===== config.mk =====
export PLATFORM = sky130hd
export DESIGN_NAME = ioctl_sender_flat
export DESIGN_NICKNAME = d
export VERILOG_FILES = /design/src/rtl/ioctl_pkg.sv /design/src/rtl/ioctl_sender_if.sv /design/src/rtl/ioctl_sender.sv /design/src/flat_wrapper.sv
export SDC_FILE = /design/constraint.sdc
export NUM_CORES = 1
export LEC_CHECK = 0
export ABC_AREA = 1
export CORE_MARGIN = 2
export CORE_UTILIZATION = 56
export DETAILED_ROUTE_END_ITERATION = 8
export GPL_ROUTABILITY_DRIVEN = 1
export PLACE_DENSITY_LB_ADDON = 0.12
export RECOVER_POWER = 25
export SYNTH_ARGS = -nofsm -noshare
export SYNTH_HDL_FRONTEND = slang
export SYNTH_SLANG_ARGS = --single-unit

===== constraint.sdc =====
create_clock -name clk_sys -period 5.05 [get_ports clk_sys]
set_input_delay 1.01 -clock clk_sys [delete_from_list [all_inputs] [get_ports clk_sys]]
set_output_delay 1.01 -clock clk_sys [all_outputs]
set_load 0.01 [all_outputs]

===== src/rtl/ioctl_pkg.sv =====
// Shared definitions for the ioctl download protocol: bus widths, index codes
// and the sender state encoding.
package ioctl_pkg;

   localparam int IOCTL_ADDR_W  = 25;
   localparam int IOCTL_DATA_W  = 8;
   localparam int IOCTL_INDEX_W = 8;

   localparam logic [IOCTL_INDEX_W-1:0] IOCTL_IDX_ROM = 8'd0;

   typedef enum logic [2:0] {
      ST_IDLE,
      ST_SETUP,
      ST_FETCH,
      ST_WRITE,
      ST_GAP,
      ST_TAIL
   } ioctl_state_t;

endpackage


===== src/rtl/ioctl_sender_if.sv =====
// Byte source, transfer control and ioctl download bus seen by ioctl_sender.
// master = the sender side, slave = the source/sink side.
interface ioctl_sender_if;
   import ioctl_pkg::*;

   logic                     start;
   logic [IOCTL_INDEX_W-1:0] index;
   logic [IOCTL_ADDR_W-1:0]  length;
   logic                     src_valid;
   logic [IOCTL_DATA_W-1:0]  src_data;
   logic                     src_ready;
   logic                     ioctl_download;
   logic                     ioctl_wr;
   logic [IOCTL_ADDR_W-1:0]  ioctl_addr;
   logic [IOCTL_DATA_W-1:0]  ioctl_dout;
   logic [IOCTL_INDEX_W-1:0] ioctl_index;
   logic                     ioctl_wait;
   logic                     busy;
   logic                     done;

   modport master (
      input  start, index, length, src_valid, src_data, ioctl_wait,
      output src_ready, ioctl_download, ioctl_wr, ioctl_addr, ioctl_dout,
             ioctl_index, busy, done
   );

   modport slave (
      output start, index, length, src_valid, src_data, ioctl_wait,
      input  src_ready, ioctl_download, ioctl_wr, ioctl_addr, ioctl_dout,
             ioctl_index, busy, done
   );

endinterface


===== src/rtl/ioctl_sender.sv =====
// Pushes a byte stream onto the ioctl download bus (transmitting end of the loader).
// Optional running 16-bit byte sum on `checksum` when IOCTL_SENDER_CHECKSUM_EN is defined.
module ioctl_sender
   import ioctl_pkg::*;
#(
   parameter int SETUP_CYC = 4,
   parameter int TAIL_CYC  = 4,
   parameter int WR_GAP    = 3
) (
   input  logic           clk_sys,
   input  logic           reset_n,
   ioctl_sender_if.master bus
`ifdef IOCTL_SENDER_CHECKSUM_EN
   ,
   output logic [15:0]    checksum
`endif
);

   localparam logic [7:0] SETUP_LAST = 8'(SETUP_CYC - 1);
   localparam logic [7:0] TAIL_LAST  = 8'(TAIL_CYC - 1);
   localparam logic [7:0] GAP_LAST   = 8'(WR_GAP - 1);

   ioctl_state_t             state;
   ioctl_state_t             state_nxt;
   logic [7:0]               cnt;
   logic [IOCTL_ADDR_W-1:0]  remaining;
   logic [IOCTL_ADDR_W-1:0]  addr_q;
   logic [IOCTL_DATA_W-1:0]  dout_q;
   logic [IOCTL_INDEX_W-1:0] index_q;
   logic                     done_q;

   logic load;
   logic take;
   logic cnt_inc;
   logic cnt_clr;
   logic addr_inc;
   logic finish;
   logic more;

   assign more = (remaining != '0);

   // NOTE: sequential state uses non-blocking assignments so every register
   // samples pre-edge values regardless of process evaluation order.
   always_ff @(posedge clk_sys or negedge reset_n) begin
      if (!reset_n) state <= ST_IDLE;
      else          state <= state_nxt;
   end

   // NOTE: every signal written here gets a default first; a path that skips
   // an assignment would otherwise infer a latch.
   always_comb begin
      state_nxt = state;
      load      = 1'b0;
      take      = 1'b0;
      cnt_inc   = 1'b0;
      cnt_clr   = 1'b0;
      addr_inc  = 1'b0;
      finish    = 1'b0;
      case (state)
         ST_IDLE: begin
            if (bus.start) begin
               load      = 1'b1;
               cnt_clr   = 1'b1;
               state_nxt = ST_SETUP;
            end
         end
         ST_SETUP: begin
            if (cnt == SETUP_LAST) begin
               cnt_clr   = 1'b1;
               state_nxt = more ? ST_FETCH : ST_TAIL;
            end else begin
               cnt_inc = 1'b1;
            end
         end
         ST_FETCH: begin
            if (bus.src_valid && !bus.ioctl_wait) begin
               take      = 1'b1;
               state_nxt = ST_WRITE;
            end
         end
         ST_WRITE: state_nxt = ST_GAP;
         ST_GAP: begin
            // The gap only counts cycles the sink is not stalling.
            if (!bus.ioctl_wait) begin
               if (cnt == GAP_LAST) begin
                  cnt_clr   = 1'b1;
                  addr_inc  = 1'b1;
                  state_nxt = more ? ST_FETCH : ST_TAIL;
               end else begin
                  cnt_inc = 1'b1;
               end
            end
         end
         ST_TAIL: begin
            if (cnt == TAIL_LAST) begin
               cnt_clr   = 1'b1;
               finish    = 1'b1;
               state_nxt = ST_IDLE;
            end else begin
               cnt_inc = 1'b1;
            end
         end
         default: state_nxt = ST_IDLE;
      endcase
   end

   always_ff @(posedge clk_sys or negedge reset_n) begin
      if (!reset_n) begin
         cnt       <= '0;
         remaining <= '0;
         addr_q    <= '0;
         dout_q    <= '0;
         index_q   <= IOCTL_IDX_ROM;
         done_q    <= 1'b0;
      end else begin
         done_q <= finish;
         if (cnt_clr)      cnt <= '0;
         else if (cnt_inc) cnt <= cnt + 8'd1;
         if (load) begin
            remaining <= bus.length;
            index_q   <= bus.index;
            addr_q    <= '0;
         end else begin
            if (take)     remaining <= remaining - 1'b1;
            if (addr_inc) addr_q    <= addr_q + 1'b1;
         end
         if (take) dout_q <= bus.src_data;
      end
   end

`ifdef IOCTL_SENDER_CHECKSUM_EN
   always_ff @(posedge clk_sys or negedge reset_n) begin
      if (!reset_n)              checksum <= '0;
      else if (load)             checksum <= '0;
      else if (state == ST_WRITE) checksum <= checksum + {8'h00, dout_q};
   end
`endif

   // Window and strobes decode straight from the registered state so an
   // asynchronous reset clears them without waiting for a clock.
   assign bus.src_ready      = (state == ST_FETCH) && !bus.ioctl_wait;
   assign bus.ioctl_download = (state != ST_IDLE);
   assign bus.busy           = (state != ST_IDLE);
   assign bus.ioctl_wr       = (state == ST_WRITE);
   assign bus.ioctl_addr     = addr_q;
   assign bus.ioctl_dout     = dout_q;
   assign bus.ioctl_index    = index_q;
   assign bus.done           = done_q;

endmodule


===== src/flat_wrapper.sv =====
// flat-port wrapper written by rule: the top's interface ports become plain ports
module ioctl_sender_flat import ioctl_pkg::*;
#(
   parameter int SETUP_CYC = 4,
   parameter int TAIL_CYC  = 4,
   parameter int WR_GAP    = 3
)
  (clk_sys, reset_n, bus_start, bus_index, bus_length, bus_src_valid, bus_src_data, bus_ioctl_wait, bus_src_ready, bus_ioctl_download, bus_ioctl_wr, bus_ioctl_addr, bus_ioctl_dout, bus_ioctl_index, bus_busy, bus_done);
  ioctl_sender_if bus_i ();
  input  logic clk_sys;
  input  logic reset_n;
  input wire logic [$bits(bus_i.start)-1:0] bus_start;
  input wire logic [$bits(bus_i.index)-1:0] bus_index;
  input wire logic [$bits(bus_i.length)-1:0] bus_length;
  input wire logic [$bits(bus_i.src_valid)-1:0] bus_src_valid;
  input wire logic [$bits(bus_i.src_data)-1:0] bus_src_data;
  input wire logic [$bits(bus_i.ioctl_wait)-1:0] bus_ioctl_wait;
  output wire logic [$bits(bus_i.src_ready)-1:0] bus_src_ready;
  output wire logic [$bits(bus_i.ioctl_download)-1:0] bus_ioctl_download;
  output wire logic [$bits(bus_i.ioctl_wr)-1:0] bus_ioctl_wr;
  output wire logic [$bits(bus_i.ioctl_addr)-1:0] bus_ioctl_addr;
  output wire logic [$bits(bus_i.ioctl_dout)-1:0] bus_ioctl_dout;
  output wire logic [$bits(bus_i.ioctl_index)-1:0] bus_ioctl_index;
  output wire logic [$bits(bus_i.busy)-1:0] bus_busy;
  output wire logic [$bits(bus_i.done)-1:0] bus_done;
  assign bus_i.start = bus_start;
  assign bus_i.index = bus_index;
  assign bus_i.length = bus_length;
  assign bus_i.src_valid = bus_src_valid;
  assign bus_i.src_data = bus_src_data;
  assign bus_i.ioctl_wait = bus_ioctl_wait;
  assign bus_src_ready = bus_i.src_ready;
  assign bus_ioctl_download = bus_i.ioctl_download;
  assign bus_ioctl_wr = bus_i.ioctl_wr;
  assign bus_ioctl_addr = bus_i.ioctl_addr;
  assign bus_ioctl_dout = bus_i.ioctl_dout;
  assign bus_ioctl_index = bus_i.ioctl_index;
  assign bus_busy = bus_i.busy;
  assign bus_done = bus_i.done;
  ioctl_sender #(.SETUP_CYC(SETUP_CYC), .TAIL_CYC(TAIL_CYC), .WR_GAP(WR_GAP)) u_core (.clk_sys(clk_sys), .reset_n(reset_n), .bus(bus_i));
endmodule

==> run metrics, run 1 <==
Chip Width=98.12 microns; gr usage total=27.87%; CP max FO=4; Worst setup EP type=output port; Setup crit start kind=primary input; pwr dens=440.4 nW/um^2; Synth area leaders=dfrtp_1 (39%), nand2_1 (21%), nor2_1 (8.2%); Layout area overhead=22.72%; router iterations before antenna repair=7; Detailed Route Iter0 Violations=271; Setup WS pre-CTS=around 1.8 ns; DR vias=5,081; Peak VDD IR=324.2 uV; Final Slew Violations=79; status=complete, but fails checks; skew final=~0.01 ns; Crit path largest cell delay=0.54 ns; worst path arrival time=2.17 ns; layout net count=between 800 and 900; clock root buffer=clkbuf_8; CP max stage cell=clkdlybuf4s50_1; CTS tree=done; DRC Markers=0; Num CTS Buffers=9; share of layout cells above drive strength 1=4.819%; Final Cycle Share=62.95%; hold violation total from the final report=0; Port-buffer cells=91; Synth area leader=dfrtp_1; die area=about 9600 sq um; grt met1 use=38.21%; global routing's busiest layer=met2; ANT cells=0; Synth Net Count=793; DRT antenna net count=0; final instance area=6088 sq um; Sum Neg Setup Slack=0 ns; H-tree Lvls=3; Max Root-Sink Buffers=2; Top Family by Delay on Critical Path=buffers and inverters; HP Class=flop to flop; register area share after synthesis=39.34%; vias in the first global route=4,813; postcts setup bufs=0; worst-path cell chain=clkdlybuf4s50_1 > nor2_1 > clkdlybuf4s50_1; GR Layer Usage met3=4.295%; hold-fix buffers at CTS=0; area share of the largest cell type after synthesis=39.34%; antenna violations before repair=0; vias per cell=~5.4; DR WL/cell=13.69 microns; clk_lat worst skew=0.37 ns; post-synth cell types=36; CTS sink count=78; Max Clk Rate=between 0.3 and 0.4 GHz; final setup fails=0; I/O pin cnt=92; Layout Cells excl Fill=approximately 940; area post-placement=5868 sq um; fillers=a little over 700; CTS resizes=0; Mean Syn Cell Area=around 6.7 sq um; leading cell types in the layout, fill and taps excluded=nand2_1 (279), nor2_1 (108), clkdlybuf4s50_1 (90), dfrtp_1 (78); setup ws final=1.871 ns; CP Buf/Inv Count=2; Crit Path Class=primary input to output port; GRT Residual Overflow=0; Placer Congestion=0.9087; Post-DP HPWL=9063 microns; Initial Utilization=57.45%; most common cell after layout, fill and taps aside=nand2_1; min Tclk post-route=3.179 ns; Yosys warning count=0; Yosys reg bits=78; placement row count=34; most used cell, CP=clkdlybuf4s50_1; GR Util met2=45.42%; failing checks=max-capacitance violations, max-slew violations; worst rel slew slack=-30.06%; Worst Max-Slew Pin Slew=around 2.0 ns; Max-Cap Viols=1; first-pass GRT wire length=about 22,000 microns; Cells after Synth=743; RSZ-0062 raised after global routing=false; DIE HEIGHT=~100 microns; mapped cell area=4961 sq um; maximum number of pins on one net before global-route repair=a little under 80; placed cell count=between 900 and 1k; Core ar.=8636 sq um; Post-Route WL=12,840 microns; Leak=between 2 and 3 nW; CTS clk-pin slew, worst paths=around 0.090 ns; Req. time, crit path=4.04 ns
==> flip-flops by register name (all words and copies together) (netlist names) <==
signal / flops
u_core.bus.done: 1
u_core.state: 3
u_core.cnt: 8
u_core.bus.ioctl_addr: 25
u_core.remaining: 25
u_core.bus.ioctl_index: 8
u_core.bus.ioctl_dout: 8
==> Yosys cell counts (all sizes together) <==
library cell,n
nor3b,1
nand4,21
nand2,285
o21ai,29
or2,6
buf,20
xor2,13
inv,72
dfrtp,78
a31oi,3
a32oi,1
nand3,70
ha,4
o21bai,2
nor4,1
a21oi,5
clkbuf,1
o211ai,4
nor3,9
nand3b,3
o22ai,2
xnor2,2
nor2,111
==> report_power, final <==
group	internal (W)	switching [W]
Clock	0.000283	0.000254
Combinational	0.000444	0.000724
Sequential	0.000799	0.000177
==> path summary, 6_finish.rpt <==
| kind | end | startpoint | depth (start not counted) | slack, ns |
|---|---|---|---|---|
| worst max-delay path | bus_src_ready | bus_ioctl_wait | 3 | 1.87 |
| worst min-delay path | u_core.bus.ioctl_dout[0]$_DFFE_PN0P_ | u_core.bus.ioctl_dout[0]$_DFFE_PN0P_ | 2 | 0.48 |
| worst max register to register | u_core.remaining[16]$_DFFE_PN0P_ | u_core.state[1]$_DFFE_PN0P_ | 8 | 2.58 |
| worst min register to register | u_core.bus.ioctl_dout[0]$_DFFE_PN0P_ | u_core.bus.ioctl_dout[0]$_DFFE_PN0P_ | 2 | 0.48 |
| max in group asynchronous | u_core.bus.ioctl_addr[0]$_DFFE_PN0P_ | reset_n | 1 | 2.71 |
| min in group asynchronous | u_core.remaining[6]$_DFFE_PN0P_ | reset_n | 1 | 1.18 |
==> area by class of cell <==
cell class                 instances  area, sq um  area share, %
inverter                          72        270.3          4.439
tap                              108        135.1          2.219
multi-input combinational        572         2595          42.62
sequential                        78         1952          32.06
clock inverter                     6        95.09          1.562
clock buffer                      10        127.6          2.096
timing repair buffer              92        913.4          15.00
==> layer usage <==
layer	share of wire (%)	up-vias
met2	46	191
met3	6.7	17
met1	45	2359
met4	1.6	0
met5	0	-
li1	-	2514
==> metrics by stage <==
stage	total power [W]	hold WS, ns	util (%)
floorplan	0.001781	0.4776	-
global placement	0.002102	0.4632	67.95
detailed placement	0.002145	0.4648	67.95
CTS	0.002688	0.4895	70.53
global route	0.002902	0.5117	70.50
finish	0.002682	0.4847	70.50
==> worst register-to-register path, delay by kind of cell (launching register included) <==
family	cells	cell delay [ns]
buf+inv	2	0.45
flops	1	0.47
simple gates	6	1.45
==> kinds of logic (layout without fill, tap and decap cells) <==
| family | count (synthesis) | after routing | synth area share, % |
|---|---|---|---|
| AOI/OAI and AO/OA | 46 | 46 | 5.296 |
| xor gates and xnor gates | 15 | 15 | 2.648 |
| adders and majority gates | 4 | 4 | 1.009 |
| buffers and inverters | 93 | 180 | 8.348 |
| DFF | 78 | 78 | 39.34 |
| and+or+nand+nor | 507 | 507 | 43.35 |
Note: power is estimated with default switching activity, not from simulation.
==> inputs of run 2 (changes only) <==
Settings changed: CORE_UTILIZATION 56 to 48.
Clock period 5.05 ns to 2.7 ns, I/O delays scaled along.
==> run metrics, run 2 (synthesis results as in run 1) <==
leading cell types in the layout, fill and taps excluded=nand2_1 (279), nor2_1 (108), clkdlybuf4s50_1 (90), dfrtp_1 (78), nand3_1 (67) (was nand2_1 (279), nor2_1 (108), clkdlybuf4s50_1 (90), dfrtp_1 (78)); register area=1952 sq um (unchanged); die area=11,170 sq um (was 9628 sq um); CP max FO=5 (was 4); hold-fix buffers at CTS=0 (unchanged); beginning of the worst hold path=u_core.bus.ioctl_index[2]$_DFFE_PN0P_ (was u_core.bus.ioctl_dout[0]$_DFFE_PN0P_); Crit path largest cell delay=0.60 ns (was 0.54 ns); router iterations before antenna repair=5 (was 7); CP max stage cell=clkdlybuf4s50_1 (unchanged); Leak=2.918 nW (was 2.914 nW); Core ar.=10,180 sq um (was 8636 sq um); clock root buffer=clkbuf_8 (unchanged); postcts setup bufs=0 (unchanged); first-pass GRT wire length=21,810 microns (was 22,110 microns); CTS sink count=78 (unchanged); DRT antenna net count=0 (unchanged); I/O pin cnt=92 (unchanged); CTS tree=done (unchanged); Final Slew Violations=79 (unchanged); Final Util=60.15% (was 70.50%); GRT Residual Overflow=0 (unchanged); DIE HEIGHT=105.7 microns (was 98.12 microns); r2r setup slk=0.78 ns (was 2.58 ns); DRC Markers=0 (unchanged); status=complete, but fails checks (unchanged); Peak VDD IR=524.3 uV (was 324.2 uV); critical path launch point=u_core.state[1]$_DFFE_PN0P_ (was bus_ioctl_wait); min Tclk post-route=around 2.4 ns; antenna violations before repair=0 (unchanged); skew final=0.008096 ns (was 0.01012 ns); Port-buffer cells=91 (unchanged); most common cell after layout, fill and taps aside=nand2_1 (unchanged); Detailed Route Iter0 Violations=335 (was 271); layout net count=880 (was 875); vias in the first global route=4,738 (was 4,813); Post-Route WL=12,790 microns (was 12,840 microns); Multi-input gate area=2595 sq um (unchanged); Tot Pwr=0.004912 W (was 0.002682 W); share of layout cells above drive strength 1=5.516% (was 4.819%); Max Root-Sink Buffers=2 (unchanged); H-tree Lvls=3 (unchanged); ANT cells=0 (unchanged); final setup fails=0 (unchanged); Worst setup EP type=output port (unchanged); HP Class=flop to flop (unchanged); Post-DP HPWL=9142 microns (was 9063 microns); CTS resizes=0 (unchanged); worst path arrival time=1.83 ns (was 2.17 ns); Setup WS pre-CTS=0.3274 ns (was 1.773 ns); Layout area overhead=23.48% (was 22.72%); failing checks=max-capacitance violations, max-slew violations (unchanged); maximum number of pins on one net before global-route repair=79 (unchanged); RSZ-0062 raised after global routing=false (unchanged); DR vias=5,046 (was 5,081); Req. time, crit path=2.16 ns (was 4.04 ns); worst-path cell chain=inv_2 > nor3_1 > clkdlybuf4s50_1 (was clkdlybuf4s50_1 > nor2_1 > clkdlybuf4s50_1); clk_lat worst skew=0.37 ns (about the same); Setup crit end=bus_ioctl_wr (was bus_src_ready); Initial Utilization=48.71% (was 57.45%); R2R Path End=u_core.remaining[16]$_DFFE_PN0P_ (unchanged); Num CTS Buffers=9 (unchanged); Sum Neg Setup Slack=0 ns (unchanged); placement row count=37 (was 34); Final Cycle Share=87.61%; Chip Width=105.7 microns (was 98.12 microns); hold violation total from the final report=0 (unchanged); Crit Path Class=flop to output port (was primary input to output port); Worst Max-Slew Pin Slew=1.948 ns (was 1.951 ns); Max-Cap Viols=1 (unchanged); vias per cell=5.202 (was 5.417); Placer Congestion=0.9393 (was 0.9087); pwr dens=801.9 nW/um^2 (was 440.4 nW/um^2); gr usage total=24.12% (was 27.87%); worst r2r src=u_core.remaining[0]$_DFFE_PN0P_ (was u_core.state[1]$_DFFE_PN0P_); DR WL/cell=13.18 microns (was 13.69 microns); fillers=990 (was 715); setup ws final=0.3344 ns (was 1.871 ns); worst rel slew slack=-29.88% (was -30.06%); Setup crit start kind=flop (was primary input); Max Clk Rate=0.4227 GHz; Worst Reg-to-Reg Cells=9 (was 8); CTS clk-pin slew, worst paths=0.08 ns (was 0.09 ns)
## run 2: final cells by class
cell class,instances,area share [%]
inverter,72,4.412
sequential,78,31.86
timing repair buffer,97,15.52
tap,136,2.778
multi-input combinational,572,42.36
clock buffer,9,2.022
clock inverter,6,1.042
## run 2: worst min-delay path by stage
stage | to | slack (ns) | cells past startpoint
after floorplan | u_core.bus.done$_DFF_PN0_ | 0.24 | 0
after global placement | u_core.bus.ioctl_index[0]$_DFFE_PN0P_ | 0.46 | 2
after detailed placement | u_core.bus.ioctl_index[6]$_DFFE_PN0P_ | 0.47 | 2
after CTS | u_core.remaining[11]$_DFFE_PN0P_ | 0.38 | 1
after global routing | u_core.bus.ioctl_dout[0]$_DFFE_PN0P_ | 0.52 | 2
final | u_core.bus.ioctl_index[2]$_DFFE_PN0P_ | 0.48 | 2
## run 2: per-stage QoR
stage / instance area (sq um) / cells / hold WS (ns)
finish: 6126 / 970 / 0.4842
global route: 6126 / 970 / 0.5166
CTS: 6128 / 970 / 0.3771
detailed placement: 5941 / 955 / 0.4683
global placement: 5941 / 955 / 0.4626
floorplan: 4961 / 743 / 0.2444
## run 2: critical path, delay by kind of cell, from the launching register on
family / cells / cell delay (ns)
flops: 1 / 0.48
buf+inv: 2 / 0.71
simple gates: 1 / 0.27
## run 2: routing by layer
layer / track usage, % / wire length [microns]
met1: 33.56 / 6199
met2: 36.91 / 5589
met3: 4.143 / 732
met4: 10.71 / 264
met5: 0 / 0
## run 2: power by group
part	total, W	internal (W)	switching, W
clock network	0.000870	0.000420	0.000450
logic	0.00222	0.000858	0.00136
registers	0.00182	0.00150	0.000326
